===== config.mk =====
export PLATFORM = sky130hd
export DESIGN_NAME = output_channel_scanner
export DESIGN_NICKNAME = d
export VERILOG_FILES = /design/src/rtl/output_channel_scanner.sv
export SDC_FILE = /design/constraint.sdc
export NUM_CORES = 1
export LEC_CHECK = 0
export CAP_MARGIN = 5
export CORE_ASPECT_RATIO = 0.6
export CORE_MARGIN = 10
export CORE_UTILIZATION = 51
export CTS_CLUSTER_DIAMETER = 200
export DETAILED_ROUTE_END_ITERATION = 6
export PLACE_DENSITY = 0.84
export RECOVER_POWER = 25
export SLEW_MARGIN = 10
export SYNTH_ARGS = -nofsm -noshare
export SYNTH_HDL_FRONTEND = slang
export SYNTH_SLANG_ARGS = --single-unit

===== constraint.sdc =====
create_clock -name clk -period 4 [get_ports clk]
set_input_delay 0.4 -clock clk [delete_from_list [all_inputs] [get_ports clk]]
set_output_delay 0.4 -clock clk [all_outputs]
set_load 0.1 [all_outputs]

===== src/rtl/output_channel_scanner.sv =====
// output_channel_scanner: walks the set bits of a channel mask, steering the wavelet output mux
// and presenting each settled channel sample on a valid/ready port.
module output_channel_scanner #(
   parameter int NUM_FILTERS    = 8,
   parameter int SUM_TRUNCATION = 8
) (
   input  logic                      clk,
   input  logic                      rst,
   input  logic                      i_start,
   input  logic                      i_continuous,
   input  logic [NUM_FILTERS-1:0]    i_channel_mask,
   output logic [7:0]                o_select_output_channel,
   input  logic [SUM_TRUNCATION-1:0] i_multiplexed_wavelet_out,
   output logic [SUM_TRUNCATION-1:0] o_sample_data,
   output logic [2:0]                o_sample_channel,
   output logic                      o_sample_valid,
   input  logic                      i_sample_ready,
   output logic                      o_frame_start,
   output logic                      o_frame_end,
   output logic                      o_busy
);
   typedef enum logic [1:0] {IDLE, SETTLE, CAPTURE, PRESENT} state_t;
   state_t                 state_q;
   logic [NUM_FILTERS-1:0] mask_q;
   logic [2:0]             sel_q;
   logic                   first_q;
   logic [3:0]             lo, hi;
   // {found, index} of the lowest set bit of m at or above position from
   function automatic logic [3:0] find_from(input logic [NUM_FILTERS-1:0] m, input int from);
      logic [3:0] r;
      r = '0;
      for (int i = NUM_FILTERS - 1; i >= 0; i--)
         if (m[i] && i >= from) r = {1'b1, 3'(i)};
      return r;
   endfunction
   assign lo = find_from(i_channel_mask, 0);
   assign hi = find_from(mask_q, int'(sel_q) + 1);
   assign o_select_output_channel = {5'b0, sel_q};
   assign o_busy = state_q != IDLE;
   always_ff @(posedge clk or negedge rst) begin
      if (!rst) begin
         state_q          <= IDLE;
         mask_q           <= '0;
         sel_q            <= '0;
         first_q          <= 1'b0;
         o_sample_data    <= '0;
         o_sample_channel <= '0;
         o_sample_valid   <= 1'b0;
         o_frame_start    <= 1'b0;
         o_frame_end      <= 1'b0;
      end else begin
         unique case (state_q)
            IDLE: if (i_start && lo[3]) begin
               mask_q  <= i_channel_mask;
               sel_q   <= lo[2:0];
               first_q <= 1'b1;
               state_q <= SETTLE;
            end
            SETTLE: state_q <= CAPTURE;
            CAPTURE: begin
               o_sample_data    <= i_multiplexed_wavelet_out;
               o_sample_channel <= sel_q;
               o_sample_valid   <= 1'b1;
               o_frame_start    <= first_q;
               o_frame_end      <= !hi[3];
               state_q          <= PRESENT;
            end
            PRESENT: if (i_sample_ready) begin
               o_sample_valid <= 1'b0;
               o_frame_start  <= 1'b0;
               o_frame_end    <= 1'b0;
               first_q        <= 1'b0;
               if (hi[3]) begin
                  sel_q   <= hi[2:0];
                  state_q <= SETTLE;
               end else if (i_continuous && lo[3]) begin
                  mask_q  <= i_channel_mask;
                  sel_q   <= lo[2:0];
                  first_q <= 1'b1;
                  state_q <= SETTLE;
               end else state_q <= IDLE;
            end
         endcase
      end
   end
endmodule


* Word level (Yosys, flattened, before mapping)
Cells that the tools add are included.
Cells by class: add/sub/neg operators 1, $lt $le $gt $ge 8, eq/ne operators 8, muxes and demuxes 40, reductions and logical operators 20
Operators by type and width (count):
- $mux 4 | 16
- $mux 8 | 4
- $ge 3x4->1 const A | 4
- $pmux 8 s2 | 1
- $mux 3 | 4
- $logic_and 1x1->1 | 10
- $ge 1x4->1 const A | 2
- $ge 2x4->1 const A | 2
- $ne 2x2->1 const B | 4
- $pmux 1 s2 | 4
- $pmux 2 s4 | 1
- $mux 1 | 7
- $pmux 3 s2 | 1
- $reduce_bool 2->1 | 3
- $reduce_and 5->1 | 1
- $add 3x1->4 const B | 1
- $eq 2x2->1 const B | 2
- $mux 2 | 2
- $reduce_and 2->1 | 2
- $reduce_and 4->1 | 1
- $ne 3x3->1 const B | 1
- $reduce_and 3->1 | 1
- $eq 2x1->1 const B | 1
- $logic_not 2->1 | 1
- $logic_not 1->1 | 1
Storage, ports and cells: register bits after elaboration 28, bits of input ports 21, logic and storage cells 86

* Longest topological paths before layout
word-level depth 14, mapped depth 8, gate-level depth less buffers 8

* Least setup slack after synthesis
OpenSTA, ideal clock, no wires.
kind flip-flop to flip-flop, start register sel_q[0], end register mask_q[0], setup time 125 ps, arrival 2922 ps, required time 3875 ps, path slack 953 ps, cell stages (with the launch flop) 9, path buffers 0, period minus slack after synthesis 3047 ps, cell sequence dfrtp_1 > inv_1 > ha_1 > a21oi_1 > a21bo_2 > a21oi_1 > nand4_1 > a21boi_4 > mux2_2
On the way: longest elaborated chain between the ends 13
Ends and longest elaborated chain:
- start, declared | RTL line 25 | logic [2:0] sel_q;
- start signal, assigned | RTL line 55 | sel_q <= lo[2:0];
- start signal, assigned | RTL line 74 | sel_q <= hi[2:0];
- start signal, assigned | RTL line 78 | sel_q <= lo[2:0];
- $add 3x1->4 * | RTL line 37 | assign hi = find_from(mask_q, int'(sel_q) + 1);
- $ge 3x4->1 | RTL line 33 | if (m[i] && i >= from) r = {1'b1, 3'(i)};
- $logic_and 1x1->1 | RTL line 33
- $mux 4 (7 in a row) | RTL line 33
- $mux 4 * | RTL line 33
- $ne 2x2->1 (no source line) *
- $reduce_and 5->1 (no source line) *
- end signal, assigned | RTL line 54 | mask_q <= i_channel_mask;
- end signal, assigned | RTL line 77 | mask_q <= i_channel_mask;
- end, declared | RTL line 24 | logic [NUM_FILTERS-1:0] mask_q;
Mark *: on every way between the ends. The rest lies on a longest branch, timed or not. A chain may end at the register's enable or synchronous reset.

* Worst setup path after layout
Ends and elaborated chain as after synthesis.

==> impl_results.md <==
- Hold_sp: o_sample_data[3]
- Async S/R FF share, synth: 1.00
- Worst-Margin Slew: 0.999 ns
- Initial antenna violation count: 0
- 1st-iter DRT viols: 115
- Io pins: 44
- Row count: 15
- # DRC: 0
- H-tree depth: 1
- Final setup fails: 0
- Die Height: 63.4 um
- Dominant cell by count in the synthesized netlist: dfrtp_1
- Setup ws final: 1.17 ns
- Worst slew margin: 0.332
- Required @ worst endpoint: 4.16 ns
- Total grt overflow: 0
- Clk_lat worst skew: 0.28 ns
- Met1 wire length: 1.68 mm
- CTS tree: done
- Ant. Diodes: 0
- Postcts setup bufs: 0
- Top-area cell type share of the netlist area: 0.439
- Clock-pin slew on the worst setup and hold paths: 0.10 ns
- Synth area leaders: dfrtp_1, mux2_2, ha_1
- Clk root buf: clkbuf_8
- Critical path arrival: 2.99 ns
- Seq/Total Area, Yosys: 0.439
- Mean Syn Cell Area: 10.5 um^2
- Crit path kind: reg -> reg
- Critical path capture point type: register
- Hold-fix buffers at CTS: 0
- Bufs on Longest Clock Path: 2
- Met3 wire length: 389 um
- Die area: 5850 um^2
- Syn. warnings: 0
- R2r startpoint: sel_q[0]
- Die width: 92.3 um
- Unrepaired setup endpoints after global routing: no
- Reg-to-reg setup timing slack: 1.17 ns
- Placed cell areas: 1990 um^2
- Worst R2R Path Depth: 8
- Number of max-cap violations: 0
- Cell taking the most area after synthesis: dfrtp_1
- Fmax: 353 MHz
- Clk_skew: 0.00724 ns
- Pre-CTS setup slack: 1.28 ns
- Clock buffer count from CTS: 3
- First-pass GRT wire length: 7.01 mm
- Fin nets: 219
- IO Port Bufs: 38
- Post-route cell area: 2060 um^2
- Top cells by count, synth: dfrtp_1, mux2_2, a21oi_1, inv_1, o21ai_0
- Router iterations before antenna repair: 5
- Tot GR Track Use: 0.145
- Placeable Area: 2930 um^2
- Final min period: 2.83 ns
- Primary FF master, synth: dfrtp_1
- Cell area after synthesis: 1600 um^2
- CP startpoint kind: register
- Hold crit path type: reg -> reg
- Layout cell share with drive strength beyond 1: 0.179
- Crit path max fanout: 8
- Final wirelength: 4.37 mm
- Post-synth EDFFs: 0
- Clk sinks: 28
- Slew Viols, Final: 0
- Largest net degree at the start of global routing: 23
- Worst hold stages: 1
- HPWL after DPL: 3.45 mm
- Top routing layer used: met4
- Post-Syn Instances: 152
- Run status: finished, final reports clean
- Synthesized flop and latch total: 28
- Met2 routed WL: 2.21 mm
- R2r endpoint: mask_q[0]
- Routed Antenna Nets: 0
- Hold worst-path end: o_sample_data[3]
- DR WL/cell: 18.8 um
- DR vias: 1343
- Fin crit share: 0.708
- Synth unique cells: 41
- Mean number of vias per cell: 5.79
- Syn-to-layout area delta: 29.1%
- Initial core utilization: 0.546
- Setup TNS: 0 ns
- Vias in the first global route: 1399
- Post-CTS resize count: 0
- GP Congestion: 0.863
- Final hold violations: 0
[flip-flops by register name, summed over array words and instances, names as in the netlist]
signal / cells
mask_q: 8
o_sample_data: 8
o_sample_channel: 3
sel_q: 3
state_q: 2
first_q: 1
o_frame_end: 1
o_frame_start: 1
o_sample_valid: 1
[cells by family after synthesis]
group | share of synthesized area
DFF | 0.439
other | 0.00235
buffers and inverters | 0.0619
AOI/OAI and AO/OA | 0.179
adders and majority gates | 0.0548
muxes | 0.153
and+or+nand+nor | 0.104
xor gates and xnor gates | 0.00548
[worst max-delay path: stages (launching register included)]
cell,delay [ns]
dfrtp_1,0.45
inv_1,0.11
ha_1,0.37
a21oi_1,0.17
a21bo_2,0.24
a21oi_1,0.38
nand4_1,0.26
a21boi_4,0.35
mux2_2,0.38
[area by class of cell]
cell class / count / area (um^2)
repair buffers: 39 / 388
well taps: 42 / 52.6
fillers: 206 / 865
inverters: 10 / 37.5
clock buffers: 3 / 41.3
clock inverters: 1 / 30.0
multi-input cells: 109 / 813
flip-flops and latches: 28 / 701
[per-layer routing]
metal / GRT usage / up-vias
met2: 0.248 / 65
li1: - / 615
met4: 0.0460 / 0
met5: 0 / -
met3: 0.0579 / 15
met1: 0.162 / 648
[cell usage in the layout (no fill, tap or decap), drive strengths merged, types with 2 or more instances in the layout]
cell type       n
a21boi          2
a21oi          11
a31oi           4
and3            2
clkbuf          3
clkdlybuf4s50  37
conb            5
dfrtp          28
ha              7
inv            10
mux2           20
mux2i           2
nand2           9
nand3           3
nor2            8
nor2b           3
nor3            2
o21ai          10
o22ai           4
or4             2
[how the worst max path moves through the flow]
stage                         from   endpoint  slack, ns
after global routing      sel_q[0]  mask_q[3]       1.11
after CTS                 sel_q[0]  mask_q[0]       1.26
final                     sel_q[0]  mask_q[0]       1.17
after floorplan           sel_q[0]  mask_q[0]       0.95
after global placement    sel_q[0]  mask_q[2]       1.36
after detailed placement  sel_q[0]  mask_q[0]       1.28
[through the flow]
step,util,hold WS [ns],cells
after floorplan,-,0.104,156
after global placement,0.680,0.489,228
after detailed placement,0.680,0.495,228
after CTS,0.705,0.516,232
after global routing,0.705,0.540,232
final,0.705,0.514,232
Power is left out: the tool's default activity adds up to more than one toggle a clock period on the data nets, which glitch-free logic cannot reach.
